<file path="config.mk">
export PLATFORM = sky130hd
export DESIGN_NAME = cla_share_sched_flat
export DESIGN_NICKNAME = d
export VERILOG_FILES = /design/src/rtl/cla_share_sched_pkg.sv /design/src/rtl/cla_share_sched_if.sv /design/src/rtl/cla_32bits.sv /design/src/rtl/rr_arbiter.sv /design/src/rtl/cla_share_sched.sv /design/src/flat_wrapper.sv
export SDC_FILE = /design/constraint.sdc
export NUM_CORES = 1
export LEC_CHECK = 0
export CAP_MARGIN = 20
export CORE_AREA = 3 3 229 231
export DETAILED_ROUTE_END_ITERATION = 8
export DIE_AREA = 0 0 232 234
export SLEW_MARGIN = 25
export SYNTH_ARGS = -nofsm -noshare
export SYNTH_HDL_FRONTEND = slang
export SYNTH_SLANG_ARGS = --single-unit
</file>
<file path="constraint.sdc">
create_clock -name clk -period 13.1 [get_ports clk]
set_input_delay 1.965 -clock clk [delete_from_list [all_inputs] [get_ports clk]]
set_output_delay 1.965 -clock clk [all_outputs]
set_load 0.02 [all_outputs]
</file>
<file path="src/rtl/cla_share_sched_pkg.sv">
// Shared types and widths for the CLA sharing scheduler.
// Imported by the interface, the arbiter, the adder and the top.
package cla_sched_pkg;

  localparam int WORD_W   = 32;
  localparam int DWORD_W  = 64;
  localparam int NREQ_DEF = 4;

  typedef enum logic [1:0] {
    IDLE    = 2'd0,
    EXEC_LO = 2'd1,
    EXEC_HI = 2'd2,
    RESP    = 2'd3
  } sched_state_e;

endpackage

</file>
<file path="src/rtl/cla_share_sched_if.sv">
// Request/response bundle between the adder clients and the shared-adder scheduler.
// master = requesters plus response consumer, slave = the scheduler.
interface cla_share_sched_if
  import cla_sched_pkg::*;
#(
  parameter int NREQ = NREQ_DEF
);
  localparam int IDW = $clog2(NREQ);

  logic [NREQ-1:0]         req_valid;
  logic [NREQ-1:0]         req_ready;
  logic [NREQ*DWORD_W-1:0] req_a;
  logic [NREQ*DWORD_W-1:0] req_b;
  logic [NREQ-1:0]         req_cin;
  logic [NREQ-1:0]         req_wide;
  logic                    rsp_valid;
  logic                    rsp_ready;
  logic [IDW-1:0]          rsp_id;
  logic [DWORD_W-1:0]      rsp_sum;
  logic                    rsp_cout;

  modport master (
    output req_valid, req_a, req_b, req_cin, req_wide, rsp_ready,
    input  req_ready, rsp_valid, rsp_id, rsp_sum, rsp_cout
  );

  modport slave (
    input  req_valid, req_a, req_b, req_cin, req_wide, rsp_ready,
    output req_ready, rsp_valid, rsp_id, rsp_sum, rsp_cout
  );

endinterface

</file>
<file path="src/rtl/cla_32bits.sv">
// 32-bit carry-lookahead adder: 4-bit lookahead groups, group carries resolved from
// group generate/propagate terms.
module cla_32bits
  import cla_sched_pkg::*;
(
  input  logic [WORD_W-1:0] a_i,
  input  logic [WORD_W-1:0] b_i,
  input  logic              cin_i,
  output logic [WORD_W-1:0] sum_o,
  output logic              cout_o
);

  localparam int NGRP = WORD_W / 4;

  logic [WORD_W-1:0] g;
  logic [WORD_W-1:0] p;
  logic [WORD_W-1:0] c;
  logic [NGRP-1:0]   gg;
  logic [NGRP-1:0]   gp;
  logic [NGRP:0]     cg;

  assign g = a_i & b_i;
  assign p = a_i ^ b_i;

  for (genvar gi = 0; gi < NGRP; gi++) begin : g_grp
    localparam int B = 4 * gi;
    assign c[B]   = cg[gi];
    assign c[B+1] = g[B] | (p[B] & cg[gi]);
    assign c[B+2] = g[B+1] | (p[B+1] & g[B]) | (p[B+1] & p[B] & cg[gi]);
    assign c[B+3] = g[B+2] | (p[B+2] & g[B+1]) | (p[B+2] & p[B+1] & g[B])
                  | (p[B+2] & p[B+1] & p[B] & cg[gi]);
    assign gg[gi] = g[B+3] | (p[B+3] & g[B+2]) | (p[B+3] & p[B+2] & g[B+1])
                  | (p[B+3] & p[B+2] & p[B+1] & g[B]);
    assign gp[gi] = &p[B+3:B];
  end

  always_comb begin : p_grp_carry
    logic carry;
    carry = cin_i;
    for (int k = 0; k < NGRP; k++) begin
      cg[k] = carry;
      carry = gg[k] | (gp[k] & carry);
    end
    cg[NGRP] = carry;
  end

  assign sum_o  = p ^ c;
  assign cout_o = cg[NGRP];

endmodule

</file>
<file path="src/rtl/rr_arbiter.sv">
// Round-robin arbiter: first requester found searching upward (with wrap) from ptr_i+1.
// Purely combinational; grant is forced to zero when en_i is low.
module rr_arbiter #(
  parameter  int NREQ = 4,
  localparam int IDW  = $clog2(NREQ)
) (
  input  logic [NREQ-1:0] req_i,
  input  logic [IDW-1:0]  ptr_i,
  input  logic            en_i,
  output logic [NREQ-1:0] gnt_o,
  output logic [IDW-1:0]  idx_o
);

  logic [IDW-1:0]  cand [NREQ];
  logic [NREQ-1:0] hit;
  logic [IDW-1:0]  sel_idx;

  // cand[k] is the index visited at search step k+1 after the pointer
  for (genvar gi = 0; gi < NREQ; gi++) begin : g_cand
    assign cand[gi] = IDW'((32'(ptr_i) + 32'(gi) + 32'd1) % NREQ);
    assign hit[gi]  = req_i[cand[gi]];
  end

  always_comb begin
    sel_idx = '0;
    for (int k = NREQ - 1; k >= 0; k--) begin
      if (hit[k]) begin
        sel_idx = cand[k];
      end
    end
  end

  assign idx_o = sel_idx;
  assign gnt_o = (en_i && (|hit)) ? (NREQ'(1) << sel_idx) : '0;

endmodule

</file>
<file path="src/rtl/cla_share_sched.sv">
// Shares one 32-bit CLA among NREQ requesters; 64-bit adds run as two chained passes
// through the same adder, results are held in a back-pressurable response register.
module cla_share_sched
  import cla_sched_pkg::*;
#(
  parameter int NREQ = NREQ_DEF
) (
  input  logic              clk,
  input  logic              rst,
  cla_share_sched_if.slave  bus,
  output logic              busy
);

  localparam int IDW = $clog2(NREQ);

  sched_state_e       state_q, state_d;
  logic [IDW-1:0]     last_grant_q, last_grant_d;
  logic [IDW-1:0]     id_q, id_d;
  logic [DWORD_W-1:0] a_q, a_d;
  logic [DWORD_W-1:0] b_q, b_d;
  logic [DWORD_W-1:0] sum_q, sum_d;
  logic               cin_q, cin_d;
  logic               wide_q, wide_d;
  logic               cout_q, cout_d;

  logic [NREQ-1:0]    gnt;
  logic [IDW-1:0]     gnt_idx;
  logic               arb_en;

  logic [DWORD_W-1:0] lane_a [NREQ];
  logic [DWORD_W-1:0] lane_b [NREQ];

  logic               hi_pass;
  logic [WORD_W-1:0]  add_a, add_b, add_sum;
  logic               add_cin, add_cout;

  for (genvar gi = 0; gi < NREQ; gi++) begin : g_lane
    assign lane_a[gi] = bus.req_a[gi*DWORD_W +: DWORD_W];
    assign lane_b[gi] = bus.req_b[gi*DWORD_W +: DWORD_W];
  end

  assign arb_en = (state_q == IDLE);

  rr_arbiter #(
    .NREQ (NREQ)
  ) u_arb (
    .req_i (bus.req_valid),
    .ptr_i (last_grant_q),
    .en_i  (arb_en),
    .gnt_o (gnt),
    .idx_o (gnt_idx)
  );

  // The low-pass carry sits in cout_q and feeds the high pass as its carry-in
  assign hi_pass = (state_q == EXEC_HI);
  assign add_a   = hi_pass ? a_q[DWORD_W-1:WORD_W] : a_q[WORD_W-1:0];
  assign add_b   = hi_pass ? b_q[DWORD_W-1:WORD_W] : b_q[WORD_W-1:0];
  assign add_cin = hi_pass ? cout_q : cin_q;

  cla_32bits u_cla (
    .a_i    (add_a),
    .b_i    (add_b),
    .cin_i  (add_cin),
    .sum_o  (add_sum),
    .cout_o (add_cout)
  );

  always_comb begin
    state_d      = state_q;
    last_grant_d = last_grant_q;
    id_d         = id_q;
    a_d          = a_q;
    b_d          = b_q;
    sum_d        = sum_q;
    cin_d        = cin_q;
    wide_d       = wide_q;
    cout_d       = cout_q;
    unique case (state_q)
      IDLE: begin
        if (|gnt) begin
          a_d          = lane_a[gnt_idx];
          b_d          = lane_b[gnt_idx];
          cin_d        = bus.req_cin[gnt_idx];
          wide_d       = bus.req_wide[gnt_idx];
          id_d         = gnt_idx;
          last_grant_d = gnt_idx;
          state_d      = EXEC_LO;
        end
      end
      EXEC_LO: begin
        sum_d[WORD_W-1:0]       = add_sum;
        sum_d[DWORD_W-1:WORD_W] = '0;
        cout_d                  = add_cout;
        state_d                 = wide_q ? EXEC_HI : RESP;
      end
      EXEC_HI: begin
        sum_d[DWORD_W-1:WORD_W] = add_sum;
        cout_d                  = add_cout;
        state_d                 = RESP;
      end
      RESP: begin
        if (bus.rsp_ready) begin
          state_d = IDLE;
        end
      end
      default: state_d = IDLE;
    endcase
  end

  always_ff @(posedge clk or posedge rst) begin
    if (rst) begin
      state_q      <= IDLE;
      last_grant_q <= IDW'(NREQ - 1);
      id_q         <= '0;
      a_q          <= '0;
      b_q          <= '0;
      sum_q        <= '0;
      cin_q        <= 1'b0;
      wide_q       <= 1'b0;
      cout_q       <= 1'b0;
    end else begin
      state_q      <= state_d;
      last_grant_q <= last_grant_d;
      id_q         <= id_d;
      a_q          <= a_d;
      b_q          <= b_d;
      sum_q        <= sum_d;
      cin_q        <= cin_d;
      wide_q       <= wide_d;
      cout_q       <= cout_d;
    end
  end

  assign bus.req_ready = gnt;
  assign bus.rsp_valid = (state_q == RESP);
  assign bus.rsp_id    = id_q;
  assign bus.rsp_sum   = sum_q;
  assign bus.rsp_cout  = cout_q;
  assign busy          = (state_q != IDLE);

endmodule

</file>
<file path="src/flat_wrapper.sv">
// flat-port wrapper written by rule: the top's interface ports become plain ports
module cla_share_sched_flat import cla_sched_pkg::*;
#(
  parameter int NREQ = NREQ_DEF
)
  (clk, rst, busy, bus_req_valid, bus_req_a, bus_req_b, bus_req_cin, bus_req_wide, bus_rsp_ready, bus_req_ready, bus_rsp_valid, bus_rsp_id, bus_rsp_sum, bus_rsp_cout);
  cla_share_sched_if #(.NREQ(NREQ)) bus_i ();
  input  logic clk;
  input  logic rst;
  output logic busy;
  input wire logic [$bits(bus_i.req_valid)-1:0] bus_req_valid;
  input wire logic [$bits(bus_i.req_a)-1:0] bus_req_a;
  input wire logic [$bits(bus_i.req_b)-1:0] bus_req_b;
  input wire logic [$bits(bus_i.req_cin)-1:0] bus_req_cin;
  input wire logic [$bits(bus_i.req_wide)-1:0] bus_req_wide;
  input wire logic [$bits(bus_i.rsp_ready)-1:0] bus_rsp_ready;
  output wire logic [$bits(bus_i.req_ready)-1:0] bus_req_ready;
  output wire logic [$bits(bus_i.rsp_valid)-1:0] bus_rsp_valid;
  output wire logic [$bits(bus_i.rsp_id)-1:0] bus_rsp_id;
  output wire logic [$bits(bus_i.rsp_sum)-1:0] bus_rsp_sum;
  output wire logic [$bits(bus_i.rsp_cout)-1:0] bus_rsp_cout;
  assign bus_i.req_valid = bus_req_valid;
  assign bus_i.req_a = bus_req_a;
  assign bus_i.req_b = bus_req_b;
  assign bus_i.req_cin = bus_req_cin;
  assign bus_i.req_wide = bus_req_wide;
  assign bus_i.rsp_ready = bus_rsp_ready;
  assign bus_req_ready = bus_i.req_ready;
  assign bus_rsp_valid = bus_i.rsp_valid;
  assign bus_rsp_id = bus_i.rsp_id;
  assign bus_rsp_sum = bus_i.rsp_sum;
  assign bus_rsp_cout = bus_i.rsp_cout;
  cla_share_sched #(.NREQ(NREQ)) u_core (.clk(clk), .rst(rst), .bus(bus_i), .busy(busy));
endmodule
</file>
==> flow_summary_export.csv <==
group,metric,value,unit
floorplan,die_y,234,µm
critical_path,path_max_fanout,67,
drt,firstDrtPassIters,5,
cts,cts_setup_buffers,0,
drt,drt_iter0_markers,903,
floorplan,fp-row-count,82,
sta,clock_skew,0.0292,ns
power_and_ir_drop,power_leakage,9.24,nW
yosys,synth_nets,2466,
critical_path,start_kind,"primary input",
yosys,synth-seq-cells,201,
placement,dp_cells,3043,
cts,htreeDepth,1,
floorplan,core_area,50300,µm²
drt,viasPerCell,4.64,
finish,drive_above_1_share,0.0576,
yosys,synthCells,1894,
cts,cts_resized,0,
cts,cts_buffers,24,
floorplan,dieArea,54300,µm²
sta,hold_viol,0,
placement,hpwl,45.0,mm
cts,clk_pin_slew_worst_paths,0.06,ns
yosys,synthArstFlopShare,1.00,
floorplan,start_util,0.268,
floorplan,die_x,232,µm
drt,post_drt_wl_per_cell,18.4,µm
sta,hold_slack,0.475,ns
placement,gp_congestion,0.891,
cts,cts.sinks,201,
global_route,grt_max_degree,133,
drt,drc_errors,0,
cts,clk-insertion-delay-late,0.55,ns
yosys,synthFlopType,"dfrtp_1",
sta,max_freq,152,MHz
yosys,synth_top_area_frac,0.370,
power_and_ir_drop,peakVddDrop,0.000108,V
power_and_ir_drop,swShare,0.492,
power_and_ir_drop,p_per_area,246,nW/µm²
critical_path,path_class,"in2out",
cts,cts-root-buf,"clkbuf_16",
cts,tritoncts,"done",
critical_path,cp_slowest_cell,"o21a_4",
yosys,synth_area_leader_cell,"dfrtp_1",
sta,period_share,0.504,
global_route,grt_pass1_wl,83.8,mm
yosys,syn_area,13500,µm²
sta,tns,0,ns
finish,nets,2969,
power_and_ir_drop,power_frac_seq,0.220,
global_route,track_usage,0.200,
cts,cts_hold_buf,0,
global_route,grt_pass1_vias,14355,
floorplan,io_pins,600,
critical_path,critPathBufInv,2,
critical_path,end_kind,"output port",
yosys,ys_types,58,
sta,setup_viol,0,
power_and_ir_drop,clkPwrFrac,0.133,
critical_path,cp_data_arrival_time,4.63,ns
sta,rsz0062_at_grt,"false",
finish,final_cells,3089,
critical_path,crit_top_cell,"clkdlybuf4s50_1",
run,cap_violations,0,
yosys,synth.avg_cell_area,7.11,µm²
sta,slew_headroom,0.318,
power_and_ir_drop,power.internal,2.60,mW
global_route,overflow,0,
sta,slew_violations,0,
power_and_ir_drop,p_switching,2.52,mW
yosys,synth_warnings,0,
critical_path,critPathRequiredTime,11.14,ns
sta,period_needed,6.60,ns
sta,max_slew.worst_pin.slew,1.02,ns
critical_path,path_cells,"clkdlybuf4s50_1, a31oi_1, o21ai_0, o21a_4, nand2_1, nor2_1, clkdlybuf4s50_1",
status,status,"finished, final reports clean",
critical_path,cp_top_family,"buffers and inverters",
yosys,synth.area.top_cells,"dfrtp_1, nand2_1, o21ai_0, mux2_2, nand3_1",
hold_path,hp-class,"reg2reg",
critical_path,critical-path-max-stage-delay,0.73,ns
finish,area_growth,54.2,%
global_route,antenna_found_initial,2,
placement,io_buffers,599,
drt,num_vias,14344,
cts,clockBufferDepth,3,
drt,antenna_left,0,
yosys,yosysSeqAreaShare,0.374,
yosys,synth_edf_count,0,
power_and_ir_drop,power_frac_comb,0.647,
drt,wl,56.9,mm
## power by group through the flow
stage	logic (mW)	clock network, mW	registers, mW
finish	3.31	0.680	1.13
global placement	3.28	0	1.13
detailed placement	3.36	0	1.14
CTS	3.37	0.704	1.13
floorplan	2.05	0	1.14
global route	3.71	0.728	1.16
## worst paths after layout
check,startpoint,endpoint,slack (ns),cells after the start
setup / recovery,bus_req_valid[3],bus_req_ready[2],6.50,7
hold / removal,u_core.b_q[21]$_DFFE_PP0P_,u_core.b_q[21]$_DFFE_PP0P_,0.47,2
setup reg to reg,u_core.state_q[0]$_DFFE_PP0P_,u_core.bus.rsp_sum[60]$_DFFE_PP0P_,7.94,14
hold reg to reg,u_core.b_q[21]$_DFFE_PP0P_,u_core.b_q[21]$_DFFE_PP0P_,0.47,2
max in group asynchronous,rst,u_core.a_q[7]$_DFFE_PP0P_,9.78,3
min in group asynchronous,rst,u_core.b_q[52]$_DFFE_PP0P_,1.92,2
## per-layer routing
layer,GRT usage,vias to the layer above,routed length (µm)
met3,0.0313,49,2770
li1,-,7311,-
met5,0,-,0
met2,0.364,380,29000
met1,0.253,6604,24200
met4,0.0339,0,966
## sequential cells by signal, indices dropped and copies added (netlist names)
register / flops
u_core.wide_q: 1
u_core.bus.rsp_cout: 1
u_core.state_q: 2
u_core.bus.rsp_sum: 64
u_core.last_grant_q: 2
u_core.b_q: 64
u_core.bus.rsp_id: 2
u_core.cin_q: 1
u_core.a_q: 64
## Yosys cell counts (all sizes together) (5+ instances only)
| cell type | n |
|---|---|
| nand2 | 820 |
| o21ai | 294 |
| dfrtp | 199 |
| nand3 | 139 |
| clkbuf | 125 |
| mux2 | 73 |
| ha | 37 |
| inv | 29 |
| a21oi | 23 |
| nor2 | 17 |
| o2bb2ai | 17 |
| xnor2 | 16 |
| buf | 10 |
| fa | 8 |
| a21o | 7 |
| nor2b | 7 |
| o31ai | 5 |
## worst min-delay path, stage by stage, from the launching register on
cell	delay, ns
dfrtp_1	0.34
nand2_1	0.05
o21ai_0	0.06
## cell families after synthesis
kind of cell	Yosys count	share of synthesized area
fa+ha+maj	45	0.0462
simple gates	1006	0.299
flops	201	0.374
buf+inv	165	0.0466
mux	76	0.0635
xor+xnor	20	0.0130
compound gates	381	0.159
## placed cells by master (no fill, tap or decap), drive strengths merged, types with 3 or more instances in the layout
| cell type | synthesis | layout |
|---|---|---|
| xor2 | 4 | 4 |
| nand2 | 820 | 820 |
| mux2i | 3 | 3 |
| nor3 | 4 | 4 |
| and3 | 4 | 4 |
| ha | 37 | 37 |
| xnor2 | 16 | 16 |
| o21bai | 4 | 4 |
| fa | 8 | 8 |
| nand4 | 4 | 4 |
| clkbuf | 125 | 38 |
| a21o | 7 | 7 |
| nand3 | 139 | 139 |
| clkdlybuf4s50 | 0 | 599 |
| dfrtp | 199 | 199 |
| clkinv | 1 | 6 |
| a31o | 3 | 3 |
| mux2 | 73 | 73 |
| buf | 10 | 13 |
| a221oi | 3 | 3 |
| o21ai | 294 | 294 |
| o2bb2ai | 17 | 17 |
| o31ai | 5 | 5 |
| a31oi | 3 | 3 |
| inv | 29 | 28 |
| a21oi | 23 | 23 |
| or2 | 3 | 3 |
| nor2b | 7 | 7 |
| nor2 | 17 | 17 |
## per-stage QoR
step / area [µm²] / util / power, mW / setup WS, ns
final: 20800 / 0.413 / 5.11 / 6.50
after floorplan: 13500 / - / 3.19 / 5.66
after CTS: 20800 / 0.413 / 5.20 / 6.48
after detailed placement: 20000 / 0.397 / 4.49 / 6.50
after global routing: 20800 / 0.413 / 5.60 / 6.25
after global placement: 20000 / 0.397 / 4.40 / 6.51
## area by class of cell
type | instances | area, µm²
Antenna cell | 2 | 5.00
Clock buffer | 38 | 703
Clock inverter | 6 | 98.8
Fill cell | 5151 | 29500
Inverter | 30 | 125
Multi-Input combinational cell | 1528 | 7870
Sequential cell | 201 | 5030
Tap cell | 672 | 841
Timing Repair Buffer | 612 | 6100
(Power assumes the default switching activity.)
